### config.mk
export PLATFORM = sky130hd
export DESIGN_NAME = sync_level_event_capture
export DESIGN_NICKNAME = d
export VERILOG_FILES = /design/src/rtl/sync_level_event_capture.sv
export SDC_FILE = /design/constraint.sdc
export NUM_CORES = 1
export LEC_CHECK = 0
export ABC_AREA = 0
export BUFFER_PORTS_ARGS = -buffer_cell sky130_fd_sc_hd__buf_4
export CAP_MARGIN = 20
export CORE_MARGIN = 5
export CORE_UTILIZATION = 54
export DETAILED_ROUTE_END_ITERATION = 7
export PLACE_DENSITY_LB_ADDON = 0.05
export SKIP_CTS_REPAIR_TIMING = 1
export SLEW_MARGIN = 20
export SYNTH_ARGS = -nofsm -noshare
export SYNTH_HDL_FRONTEND = slang
export SYNTH_SLANG_ARGS = --single-unit
### constraint.sdc
create_clock -name b_clk -period 2.5 [get_ports b_clk]
set_input_delay 0.125 -clock b_clk [delete_from_list [all_inputs] [get_ports b_clk]]
set_output_delay 0.125 -clock b_clk [all_outputs]
set_load 0.02 [all_outputs]
### src/rtl/sync_level_event_capture.sv
// Glitch-filtered level capture with edge pulses, wrapping event count and req/ack pending queue; level_o/rise_o/fall_o land FILT_CYCLES-1 edges after the first new sample, evt_req one cycle after the pulse.
// Backpressure: evt_ack drains one event per cycle; a full pending counter drops events and sets sticky evt_ovf. Define SYNC_EVT_FALL_EN to count fall edges as events too.
module sync_level_event_capture #(
    parameter int FILT_CYCLES = 3,
    parameter int CNT_W       = 8,
    parameter int PEND_W      = 4
) (
    input  logic              b_clk,
    input  logic              b_rst_n,
    input  logic              sync_data,
    input  logic              clr_cnt,
    input  logic              evt_ack,
    output logic              level_o,
    output logic              rise_o,
    output logic              fall_o,
    output logic [CNT_W-1:0]  evt_cnt,
    output logic              evt_req,
    output logic [PEND_W-1:0] evt_pend,
    output logic              evt_ovf
);

    typedef enum logic [1:0] {
        LO     = 2'd0,
        CHK_HI = 2'd1,
        HI     = 2'd2,
        CHK_LO = 2'd3
    } state_t;

    localparam logic [7:0] FILT_LAST   = 8'(FILT_CYCLES);
    localparam bit         FILT_BYPASS = (FILT_CYCLES == 1);

    state_t              r_state;
    logic [7:0]          r_filt_cnt;
    logic                r_level;
    logic                r_rise;
    logic                r_fall;
    logic [CNT_W-1:0]    r_evt_cnt;
    logic [PEND_W-1:0]   r_evt_pend;
    logic                r_evt_ovf;

    logic [7:0]          w_filt_next;
    logic                w_filt_done;
    logic                w_evt;
    logic                w_ack;
    logic                w_pend_full;

    assign w_filt_next = r_filt_cnt + 8'd1;
    assign w_filt_done = (w_filt_next >= FILT_LAST);

    // Level filter FSM; pulses are registered alongside the level they announce.
    always_ff @(posedge b_clk or negedge b_rst_n) begin
        if (!b_rst_n) begin
            r_state    <= LO;
            r_filt_cnt <= 8'd0;
            r_level    <= 1'b0;
            r_rise     <= 1'b0;
            r_fall     <= 1'b0;
        end else begin
            r_rise <= 1'b0;
            r_fall <= 1'b0;
            case (r_state)
                LO: begin
                    if (sync_data) begin
                        if (FILT_BYPASS) begin
                            r_state <= HI;
                            r_level <= 1'b1;
                            r_rise  <= 1'b1;
                        end else begin
                            r_state    <= CHK_HI;
                            r_filt_cnt <= 8'd1;
                        end
                    end
                end
                CHK_HI: begin
                    if (!sync_data) begin
                        r_state    <= LO;
                        r_filt_cnt <= 8'd0;
                    end else if (w_filt_done) begin
                        r_state    <= HI;
                        r_filt_cnt <= 8'd0;
                        r_level    <= 1'b1;
                        r_rise     <= 1'b1;
                    end else begin
                        r_filt_cnt <= w_filt_next;
                    end
                end
                HI: begin
                    if (!sync_data) begin
                        if (FILT_BYPASS) begin
                            r_state <= LO;
                            r_level <= 1'b0;
                            r_fall  <= 1'b1;
                        end else begin
                            r_state    <= CHK_LO;
                            r_filt_cnt <= 8'd1;
                        end
                    end
                end
                CHK_LO: begin
                    if (sync_data) begin
                        r_state    <= HI;
                        r_filt_cnt <= 8'd0;
                    end else if (w_filt_done) begin
                        r_state    <= LO;
                        r_filt_cnt <= 8'd0;
                        r_level    <= 1'b0;
                        r_fall     <= 1'b1;
                    end else begin
                        r_filt_cnt <= w_filt_next;
                    end
                end
                default: begin
                    r_state    <= LO;
                    r_filt_cnt <= 8'd0;
                    r_level    <= 1'b0;
                end
            endcase
        end
    end

`ifdef SYNC_EVT_FALL_EN
    assign w_evt = r_rise | r_fall;
`else
    assign w_evt = r_rise;
`endif

    assign w_ack       = evt_ack && evt_req;
    assign w_pend_full = &r_evt_pend;

    // Events are taken from the registered pulses, so counters move one edge after the pulse.
    always_ff @(posedge b_clk or negedge b_rst_n) begin
        if (!b_rst_n) begin
            r_evt_cnt  <= '0;
            r_evt_pend <= '0;
            r_evt_ovf  <= 1'b0;
        end else begin
            if (clr_cnt) begin
                r_evt_cnt <= w_evt ? CNT_W'(1) : '0;
            end else if (w_evt) begin
                r_evt_cnt <= r_evt_cnt + CNT_W'(1);
            end

            if (w_evt && !w_ack) begin
                if (!w_pend_full) begin
                    r_evt_pend <= r_evt_pend + PEND_W'(1);
                end
            end else if (!w_evt && w_ack) begin
                r_evt_pend <= r_evt_pend - PEND_W'(1);
            end

            if (clr_cnt) begin
                r_evt_ovf <= 1'b0;
            end else if (w_evt && !w_ack && w_pend_full) begin
                r_evt_ovf <= 1'b1;
            end
        end
    end

    assign level_o  = r_level;
    assign rise_o   = r_rise;
    assign fall_o   = r_fall;
    assign evt_cnt  = r_evt_cnt;
    assign evt_pend = r_evt_pend;
    assign evt_ovf  = r_evt_ovf;
    assign evt_req  = |r_evt_pend;

endmodule
---- Yosys cells after proc, flatten, opt, wreduce, memory -nomap -nowiden ----
Index checks and enable logic that the tools add are counted.
word-level totals
  word-level logic and storage cells ...... 73
  input bits .............................. 5
  flip-flop bits (word level) ............. 26
operators by class
  reduce and logical (&&, ||, !) cells .... 17
  eq/ne operators ......................... 12
  $add $sub $neg .......................... 4
  mux-type cells .......................... 31
  magnitude comparators ................... 1
operators by type and width
  cell                 count
  $mux 8               7
  $pmux 8 s4           1
  $add 8x1->8 const B  2
  $ne 2x2->1 const B   7
  $mux 1               12
  $mux 2               6
  $mux 4               3
  $ge 8x2->1 const B   1
  $pmux 2 s4           1
  $reduce_and 4->1     2
  $reduce_bool 2->1    4
  $ne 3x3->1 const B   2
  $reduce_and 5->1     1
  $add 4x1->4 const B  1
  $eq 2x2->1 const B   2
  $logic_and 1x1->1    4
  $reduce_and 2->1     2
  $reduce_or 4->1      1
  $sub 4x1->4 const B  1
  $eq 2x1->1 const B   1
  $logic_not 1->1      2
  $logic_not 2->1      1
  $pmux 1 s2           1

---- Logic depth before layout (Yosys ltp) ----
Gate-level depths: netlist (run 1).
  word-level depth ........................ 7
  gate-level depth with buffers ........... 10
  mapped depth without buffers ............ 10

---- Least setup slack after synthesis (run 1) ----
No wires, ideal clock.
  kind .................................... register to register
  from .................................... reg r_evt_pend[0] (netlist: evt_pend[0])
  to ...................................... reg r_evt_pend[3] (netlist: evt_pend[3])
  required time ........................... 2.370 ns
  arrival ................................. 2.381 ns
  setup slack ............................. -0.011 ns
  library setup time ...................... 0.130 ns
  cell stages (with the launch flop) ...... 11
  buffers on the path ..................... 0
  cells stage by stage .................... dfrtp_1 nor4_1 inv_1 and2_1 nand2b_1 ha_1 a21o_1 a21oi_1 xnor2_1 nand2_1 xnor2_1
between the ends
  cells in the longest elaborated chain, start to end .. 6
  elaborated cells on any way between the ends .. 14
  classes of those cells .................. 2 x add/sub; 1 x eq/ne; 3 x mux; 8 x reduce/logical
RTL lines
  what                                                              RTL line  text
  from (decl)                                                       38        logic [PEND_W-1:0] r_evt_pend;
  from (signal assigned)                                            145       r_evt_pend <= r_evt_pend + PEND_W'(1);
  from (signal assigned)                                            148       r_evt_pend <= r_evt_pend - PEND_W'(1);
  $reduce_or 4->1 *                                                 165       assign evt_req = |r_evt_pend;
  via evt_req                                                       17        output logic evt_req,
  $logic_and 1x1->1 *                                               127       assign w_ack = evt_ack && evt_req;
  $logic_not 1->1                                                   143       if (w_evt && !w_ack) begin
  $logic_and 1x1->1                                                 143
  $ne 2x2->1 (no line) / $reduce_bool 2->1 (equally long branches)  n/a
  $reduce_and 2->1 (no line)                                        n/a
Mark *: on every way through the listed nets, which the timed path passes. The rest lies on a longest branch. The select of a mux whose other input is x is not followed.
A chain may end at the register's enable or synchronous reset.

---- Final worst setup path (run 1) ----
  from .................................... reg r_evt_pend[1] (netlist: evt_pend[1])
  to ...................................... reg r_evt_pend[3] (netlist: evt_pend[3])
between the ends
  cells in the longest elaborated chain, start to end .. 6
  elaborated cells on any way between the ends .. 14
  classes of those cells .................. 2 x add/sub; 1 x eq/ne; 3 x mux; 8 x reduce/logical
RTL lines
  what
  branches (longest 6 deep; another with $sub 4x1->4)
Several ways; the timed one is not identified. The select of a mux whose other input is x is not followed.

==> results of run 1 <==
-- metrics by stage --
| step | TNS, ns | instance area, um^2 | hold WS (ns) | setup slack [ns] |
|---|---|---|---|---|
| finish | 0 | 1590 | 0.0655 | 0.162 |
| global route | -0.0439 | 1590 | 0.0512 | -0.0439 |
| CTS | 0 | 1540 | -0.321 | 0.0625 |
| detailed placement | 0 | 1500 | 0.0471 | 0.0829 |
| global placement | 0 | 1500 | 0.0486 | 0.252 |
| floorplan | 0 | 1300 | -0.171 | 0.0369 |
-- cells in the mapped netlist (2+ instances only) --
master and n:
a21oi_1 6, a31oi_1 2, and2_1 6, clkbuf_1 2, dfrtp_1 26, ha_1 5
inv_1 6, mux2_2 2, nand2_1 7, nand2b_1 2, nand4_1 4, nor2_1 14
or3_1 3, xnor2_1 5, xor2_1 6
-- registers in the layout, summed over array words and instances (netlist names), named ones only --
name / cells
level_o: 1
evt_cnt: 8
r_state: 1
r_filt_cnt: 8
fall_o: 1
evt_ovf: 1
evt_pend: 4
rise_o: 1
-- layer usage --
layer / global-route usage [%] / share of wire [%] / up-vias
met3: 4.61 / 6.6 / 4
met1: 19.4 / 44 / 458
met5: 0 / 0 / -
met2: 26.3 / 48 / 25
li1: - / - / 463
met4: 6.47 / 1.5 / 0
-- logic make-up (layout without fill, tap and decap cells) --
group | count (synthesis) | after routing | share of synthesized area, %
DFF | 26 | 26 | 50.3
adders and majority gates | 6 | 6 | 6.39
muxes | 3 | 3 | 2.52
AOI/OAI and AO/OA | 15 | 15 | 9.49
xor gates and xnor gates | 11 | 11 | 7.45
buffers and inverters | 8 | 37 | 2.32
and+or+nand+nor | 48 | 48 | 21.5
-- layout by cell type (no fill, tap or decap), drive strengths merged, types with 2 or more instances in the layout --
cell,Yosys,routed
and2,7,7
a31oi,2,2
a21oi,6,6
ha,5,5
xnor2,5,5
and3,2,2
clkbuf,2,4
nor2,15,15
dlygate4sd3,0,2
nand2,7,7
xor2,6,6
mux2,2,2
inv,6,6
nand4,4,4
nand2b,2,2
dfrtp,26,26
or3,3,3
buf,0,25
-- area by class of cell --
class	instances	area (um^2)	area share, %
inverters	6	22.5	1.42
multi-input cells	83	633	39.9
clock buffers	4	36.3	2.29
repair buffers	27	208	13.1
flip-flops and latches	26	652	41.1
well taps	28	35.0	2.21
-- path summary, 6_finish.rpt --
check	endpoint	slack, ns	cells after the start
max	evt_pend[3]	0.16	10
min	flip-flop	0.07	2
max reg2reg	evt_pend[3]	0.16	10
min reg2reg	evt_ovf	0.54	2
max in group asynchronous	r_filt_cnt[4]	2.02	2
min in group asynchronous	evt_pend[3]	0.21	2
-- report_power, final --
| part | total [mW] | leakage, nW | internal, mW | switching [mW] |
|---|---|---|---|---|
| Sequential | 0.603 | 0.340 | 0.494 | 0.109 |
| Clock | 0.211 | 0.0210 | 0.0891 | 0.122 |
| Combinational | 0.559 | 0.390 | 0.273 | 0.287 |
| Total | 1.37 | 0.751 | 0.856 | 0.518 |
==> summary.txt, run 1 <==
Post-route DRC - 0
Tmin final - 2.34 ns
endpoints failing hold - 0
CP endpoint kind - flip-flop
CP max stage delay - 0.48 ns
# IOs - 22
Main synth FF type - dfrtp_1
initial antenna violation count - 0
Power Density - 866 mW/mm^2
Worst Tran Pin Value - 0.383 ns
port bufs - 21
Slew Limit Fails - 0
Crit Reg-Reg Startpoint - evt_pend[1]
routed len/inst - 14.1 um
Final Power - 1.37 mW
Overflow after GRT - 0
mapped cell area - 0.00129 mm^2
layout cells sized above 1 - 30.1%
die area - 0.00347 mm^2
critical path, cell by cell - nor4_4 -> inv_1 -> and2_1 -> nand2b_2 -> ha_1 -> a21o_1 -> a21oi_2 -> xnor2_1 -> nand2_1 -> xnor2_1
CP dominant cell by count - xnor2_1
placed cell count - 166
CTS sink cnt - 26
Async SR Flop Fraction - 100%
Slew HR - 74.4%
# nets final - 158
crit path launch - evt_pend[1]
area grow syn2layout - 22.7%
register area share after synthesis - 50.3%
critical path peak fanout - 4
biggest area consumer among synthesized cells - dfrtp_1
CP delay by family, top - simple AND/OR/NAND/NOR gates
fmax - 428 MHz
die height - 58.9 um
Layout Utilization - 70.4%
WS Path Type - flip-flop to flip-flop
Filler cells - 182
Final GP Congestion - 0.802
Row Count - 17
VDD IR max - 0.000716 V
Placeable Area - 0.00225 mm^2
clk slew on worst S/H paths - 0.15 ns
hold path start - sync_data
largest net degree at the start of global routing - 27
CTS Root Cell - clkbuf_4
Crit-path slowest cell - dfrtp_2
Clock Skew - 0.0197 ns
number of global-route vias before repair - 951
Max H-tree Level - 1
largest cells by area after synthesis - dfrtp_1 (50%), ha_1 (4.8%), nor2_1 (4.1%), xor2_1 (4.1%), xnor2_1 (3.4%)
status - finished clean
Setup crit start kind - flip-flop
HPWL Detailed - 1780 um
Clk Latency, worst-skew pair - 0.33 ns
final cell count without fillers - 174
min-delay worst type - input pin to flip-flop
CTS tree - built
Post-Syn Instances - 117
Yosys warnings - 0
Die Width - 58.9 um
Initial Util - 57.3%
Num CTS Buffers - 3
Yosys cell types - 36
Synth top area share - 50.3%
Mapped Nets - 128
FF+latch count, synth - 26
largest buffer count on any clock path - 2
syn_area_per_cell - 11.0 um^2
Vias/cell - 5.46
final setup vio count - 0
drt total wl - 2450 um
WP data required - 2.73 ns
first-pass GRT wire length - 4200 um
CP bufs+invs - 1
first-iteration detailed-routing DRC count - 27
vias - 950
number of synthesized flops with an enable pin - 0
# diodes - 0
total track usage - 15.9%
first drt pass iteration count - 4
period utilization - 93.5%
Arr. time, crit path - 2.57 ns
Routed Antenna Nets - 0
maxcap violations - 0
Leak Pwr - 0.751 nW
Note: power is estimated with default switching activity, not from simulation.
==> run 2, diff against run 1 <==
--- a/config.mk
+++ b/config.mk
@@ -7,9 +7,8 @@
 export LEC_CHECK = 0
 export ABC_AREA = 0
 export BUFFER_PORTS_ARGS = -buffer_cell sky130_fd_sc_hd__buf_4
-export CAP_MARGIN = 20
 export CORE_MARGIN = 5
-export CORE_UTILIZATION = 54
+export CORE_UTILIZATION = 49
 export DETAILED_ROUTE_END_ITERATION = 7
 export PLACE_DENSITY_LB_ADDON = 0.05
 export SKIP_CTS_REPAIR_TIMING = 1
==> constraint.sdc (replaced) <==
create_clock -name b_clk -period 2.1 [get_ports b_clk]
set_input_delay 0.105 -clock b_clk [delete_from_list [all_inputs] [get_ports b_clk]]
set_output_delay 0.105 -clock b_clk [all_outputs]
set_load 0.02 [all_outputs]
==> summary.txt, run 2 (synthesis results as in run 1) <==
status - finished clean
CTS tree - built
RSZ-0062 raised after global routing - true
CP bufs+invs - 2 (+1)
Crit-path slowest cell - dfrtp_2
# nets final - 161 (+1.9%)
logic gate share of total power - 40.3% (-0.4 points)
Slew HR - 77.5% (+3.1 points)
commonest non-fill, non-tap cells in the layout - buf_4 (28), dfrtp_1 (23), nor2_1 (14)
CP delay by family, top - simple AND/OR/NAND/NOR gates
final non-filler cell area - 0.00166 mm^2 (+4.3%)
Flop pwr share - 40.3% (-3.6 points)
Placed Instance Area - 0.00155 mm^2 (+3.3%)
Clock Skew - 0.00908 ns (-0.0106 ns)
Worst Tran Pin Value - 0.336 ns (-0.0468 ns)
CTS Root Cell - clkbuf_4
Tmin final - 2.09 ns (-0.252 ns)
Post-route DRC - 0 (unchanged)
switch share - 35.3% (-2.4 points)
Placeable Area - 0.00250 mm^2 (+11%)
vias - 940 (-1.1%)
# diodes - 0 (unchanged)
number of global-route vias before repair - 929 (-2.3%)
commonest non-fill, non-tap cell in the layout - buf_4
maxcap violations - 0 (unchanged)
first-pass GRT wire length - 4120 um (-2.0%)
Final GP Congestion - 0.884 (+10%)
critical path, cell by cell - nor4_4 -> inv_2 -> and2_4 -> nand2b_4 -> buf_4 -> fa_1 -> mux2_2
Routed Antenna Nets - 0 (unchanged)
final setup vio count - 0 (unchanged)
Final TNS setup - 0 ns (unchanged)
CTS sink cnt - 26 (unchanged)
Setup crit start kind - flip-flop
Arr. time, crit path - 2.30 ns (-0.27 ns)
internal power - 1.13 mW (+32%)
routed len/inst - 13.5 um (-3.7%)
Hold Crit Depth - 2 (unchanged)
worst reg-to-reg setup slack - 0.01 ns (-0.15 ns)
VDD IR max - 0.000752 V (+5.0%)
clk slew on worst S/H paths - 0.14 ns (about the same)
port bufs - 21 (unchanged)
fmax - 479 MHz (+12%)
period utilization - 99.3% (+5.8 points)
endpoints failing hold - 0 (unchanged)
Row Count - 18 (+1)
Num CTS Buffers - 3 (unchanged)
total track usage - 14.7% (-1.2 points)
Max H-tree Level - 1 (unchanged)
critical path peak fanout - 3 (-1)
Crit Reg-Reg Startpoint - evt_pend[0]
largest net degree at the start of global routing - 27 (unchanged)
first-iteration detailed-routing DRC count - 33 (+22%)
HPWL Detailed - 1760 um (-1.2%)
drt total wl - 2430 um (-0.98%)
first drt pass iteration count - 4 (unchanged)
layout cells sized above 1 - 35.6% (+5.4 points)
CP max stage delay - 0.45 ns (-0.03 ns)
largest buffer count on any clock path - 2 (unchanged)
WS Path Type - flip-flop to flip-flop
Sw Pwr - 0.616 mW (+19%)
die area - 0.00377 mm^2 (+8.4%)
min-delay worst type - input pin to flip-flop
Overflow after GRT - 0 (unchanged)
hold path start - sync_data
Filler cells - 192 (+5.5%)
CP endpoint kind - flip-flop
FF-to-FF path depth - 7 (-3)
WP data required - 2.31 ns (-0.42 ns)
Die Width - 61.4 um (+4.1%)
Clk pwr share - 19.4% (+4.1 points)
Leak Pwr - 0.778 nW (+3.6%)
area grow syn2layout - 28.1%
Vias/cell - 5.25 (-3.8%)
reg2reg end - evt_pend[1]
Initial Util - 51.7% (-5.6 points)
Clk Latency, worst-skew pair - 0.32 ns (about the same)
die height - 61.4 um (+4.1%)
Power Density - 1050 mW/mm^2 (+22%)
initial antenna violation count - 0 (unchanged)
Slew Limit Fails - 0 (unchanged)
# IOs - 22 (unchanged)
[run 2: cell count changes in the layout (fill, tap and decap cells not counted), sizes merged]
| cell | delta |
|---|---|
| buf | +3 |
| bufinv | +1 |
| clkbuf | -1 |
[run 2: final cells by class]
type | count | area [um^2] | area share (%)
clock inverters | 1 | 30.0 | 1.81
flip-flops and latches | 26 | 654 | 39.5
multi-input cells | 83 | 658 | 39.8
clock buffers | 3 | 22.5 | 1.36
repair buffers | 30 | 230 | 13.9
well taps | 30 | 37.5 | 2.27
inverters | 6 | 22.5 | 1.36
[run 2: how the worst max path moves through the flow]
stage / cells past startpoint / end / slack, ns / startpoint
floorplan: 10 / evt_pend[3] / -0.03 / evt_pend[1]
global placement: 10 / evt_pend[3] / 0.08 / evt_pend[2]
detailed placement: 10 / evt_pend[3] / 0.0001 / evt_pend[2]
CTS: 10 / evt_pend[3] / -0.02 / evt_pend[2]
global route: 10 / evt_pend[3] / -0.12 / evt_pend[0]
finish: 7 / evt_pend[1] / 0.01 / evt_pend[0]
[run 2: power by group through the flow]
stage	sequential, mW	clock (mW)	combinational (mW)
after floorplan	0.788	0	0.370
after global placement	0.717	0	0.650
after detailed placement	0.724	0	0.671
after CTS	0.713	0.350	0.673
after global routing	0.721	0.376	0.779
final	0.704	0.339	0.703
[run 2: worst register-to-register path: cells and delay by family (launching register included)]
| family | cells | cell delay [ns] |
|---|---|---|
| buf+inv | 2 | 0.20 |
| flops | 1 | 0.45 |
| simple gates | 3 | 0.62 |
| mux | 1 | 0.27 |
| fa+ha+maj | 1 | 0.45 |
[run 2: metrics by stage]
| stage | setup WS (ns) | std cells | hold slack, ns | power (mW) | utilization, % |
|---|---|---|---|---|---|
| 2_1_floorplan | -0.0301 | 117 | -0.191 | 1.16 | - |
| 3_3_place_gp | 0.0845 | 169 | 0.0290 | 1.37 | 61.9 |
| 3_5_place_dp | 0.000143 | 169 | 0.0318 | 1.40 | 61.9 |
| 4_1_cts | -0.0178 | 173 | -0.340 | 1.74 | 64.0 |
| 5_1_grt | -0.122 | 179 | 0.0153 | 1.88 | 66.2 |
| 6_report | 0.0138 | 179 | 0.0310 | 1.75 | 66.2 |
[run 2: layer usage]
| layer | share of wire [%] | GRT usage, % | up-vias |
|---|---|---|---|
| met2 | 48 | 24.2 | 19 |
| met5 | 0 | 0 | - |
| met3 | 4.9 | 1.89 | 2 |
| met4 | 0.78 | 6.36 | 0 |
| li1 | - | - | 467 |
| met1 | 46 | 19.6 | 452 |
==> run 3, diff against run 2 <==
--- a/config.mk
+++ b/config.mk
@@ -16,3 +16,4 @@
 export SYNTH_ARGS = -nofsm -noshare
 export SYNTH_HDL_FRONTEND = slang
 export SYNTH_SLANG_ARGS = --single-unit
+export TNS_END_PERCENT = 5
==> constraint.sdc (replaced) <==
create_clock -name b_clk -period 2.1 [get_ports b_clk]
set_input_delay 0.42 -clock b_clk [delete_from_list [all_inputs] [get_ports b_clk]]
set_output_delay 0.42 -clock b_clk [all_outputs]
set_load 0.02 [all_outputs]
==> summary.txt, run 3 (synthesis results as in run 1) <==
CTS tree - built
Post-route DRC - 0 (unchanged)
final cell count without fillers - 178 (-0.56%)
period utilization - 99.3% (unchanged)
Vias/cell - 5.27 (+0.35%)
CP endpoint kind - flip-flop
first-iteration detailed-routing DRC count - 40 (+21%)
critical path peak fanout - 3 (unchanged)
logic gate share of total power - 40.2% (about the same)
fmax - 479 MHz (unchanged)
Final WS setup - 0.0138 ns (unchanged)
commonest non-fill, non-tap cells in the layout - buf_4 (28), dfrtp_1 (23), nor2_1 (14)
CTS Root Cell - clkbuf_4
# diodes - 0 (unchanged)
FF-to-FF path depth - 7 (unchanged)
area grow syn2layout - 27.3%
RSZ-0062 raised after global routing - true
Final GP Congestion - 0.884 (unchanged)
clk slew on worst S/H paths - 0.14 ns (about the same)
Clk pwr share - 19.4% (about the same)
Clock Skew - 0.00908 ns (unchanged)
total track usage - 14.7% (unchanged)
Placeable Area - 0.00250 mm^2 (unchanged)
Final TNS setup - 0 ns (unchanged)
Sw Pwr - 0.616 mW (about the same)
Arr. time, crit path - 2.30 ns (about the same)
met2 wire length - 1170 um (about the same)
# nets final - 160 (-0.62%)
Slew HR - 77.5% (unchanged)
Die Width - 61.4 um (unchanged)
Filler cells - 193 (+0.52%)
# IOs - 22 (unchanged)
port bufs - 21 (unchanged)
Power Density - 1060 mW/mm^2 (+0.52%)
die height - 61.4 um (unchanged)
Num CTS Buffers - 3 (unchanged)
number of global-route vias before repair - 929 (unchanged)
WP data required - 2.31 ns (about the same)
routed len/inst - 13.6 um (+0.31%)
Tmin final - 2.09 ns (unchanged)
min-delay worst type - input pin to flip-flop
metal3 WL - 123 um (+2.5%)
layout cells sized above 1 - 35.8% (+0.24 points)
Max H-tree Level - 1 (unchanged)
largest buffer count on any clock path - 2 (unchanged)
Register Area - 654 um^2 (unchanged)
HPWL Detailed - 1760 um (unchanged)
VDD IR max - 0.000752 V (about the same)
Setup crit start kind - flip-flop
die area - 0.00377 mm^2 (unchanged)
Layout Utilization - 65.8% (-0.40 points)
placed cell count - 169 (unchanged)
first-pass GRT wire length - 4120 um (unchanged)
maxcap violations - 0 (unchanged)
worst slack at placement - 0.000143 ns (unchanged)
status - finished clean
commonest non-fill, non-tap cell in the layout - buf_4
drt total wl - 2420 um (-0.25%)
Met1 Wirelength - 1110 um (-0.71%)
Routed Antenna Nets - 0 (unchanged)
largest net degree at the start of global routing - 27 (unchanged)
first drt pass iteration count - 4 (unchanged)
Overflow after GRT - 0 (unchanged)
CTS sink cnt - 26 (unchanged)
Initial Util - 51.7% (unchanged)
Worst Tran Pin Value - 0.336 ns (unchanged)
vias - 938 (-0.21%)
Row Count - 18 (unchanged)
Hold Crit Depth - 2 (unchanged)
final setup vio count - 0 (unchanged)
initial antenna violation count - 0 (unchanged)
max layer used - met4
internal power - 1.13 mW (-0.11%)
Flop pwr share - 40.3% (about the same)
endpoints failing hold - 0 (unchanged)
Clk Latency, worst-skew pair - 0.32 ns (about the same)
Slew Limit Fails - 0 (unchanged)
Leak Pwr - 0.774 nW (-0.54%)
switch share - 35.3% (about the same)
multi-input logic area - 658 um^2 (unchanged)
WS Path Type - flip-flop to flip-flop
## run 3: cell types whose count changed in the layout (fill, tap and decap cells not counted)
cell	change
dlygate4sd3_1	-1
## run 3: final cells by class
cell class,count,area share [%]
multi-input combinational,83,40.0
sequential,26,39.8
timing repair buffer,29,13.4
tap,30,2.28
clock inverter,1,1.83
clock buffer,3,1.37
inverter,6,1.37
## run 3: through the flow
stage | area [um^2] | power [mW] | hold slack, ns
2_1_floorplan | 1340 | 1.16 | 0.124
3_3_place_gp | 1550 | 1.37 | 0.344
3_5_place_dp | 1550 | 1.40 | 0.347
4_1_cts | 1600 | 1.74 | -0.0246
5_1_grt | 1650 | 1.87 | 0.298
6_report | 1650 | 1.74 | 0.307
## run 3: path summary, 6_finish.rpt
check / startpoint / to / slack [ns]
worst min register to register: evt_ovf / evt_ovf / 0.53
worst max register to register: evt_pend[0] / evt_pend[1] / 0.01
min in group asynchronous: b_rst_n / evt_cnt[6] / 0.52
worst max-delay path: evt_pend[0] / evt_pend[1] / 0.01
max in group asynchronous: b_rst_n / evt_pend[0] / 1.31
worst min-delay path: clr_cnt / evt_cnt[6] / 0.31
## run 3: power groups by stage
| stage | logic [mW] | clock network, mW | registers [mW] |
|---|---|---|---|
| 3_3_place_gp | 0.650 | 0 | 0.717 |
| 5_1_grt | 0.778 | 0.376 | 0.721 |
| 2_1_floorplan | 0.370 | 0 | 0.788 |
| 4_1_cts | 0.673 | 0.350 | 0.713 |
| 6_report | 0.702 | 0.339 | 0.704 |
| 3_5_place_dp | 0.671 | 0 | 0.724 |
## run 3: layer usage
metal / up-vias / global-route usage, %
met1: 452 / 19.6
li1: 465 / -
met2: 19 / 24.2
met3: 2 / 1.89
met5: - / 0
met4: 0 / 6.36
## run 3: worst max-delay path: stages, from the launching register on
cell and delay, ns:
dfrtp_2 0.45, nor4_4 0.31, inv_2 0.06, and2_4 0.15, nand2b_4 0.16, buf_4 0.14, fa_1 0.45, mux2_2 0.27
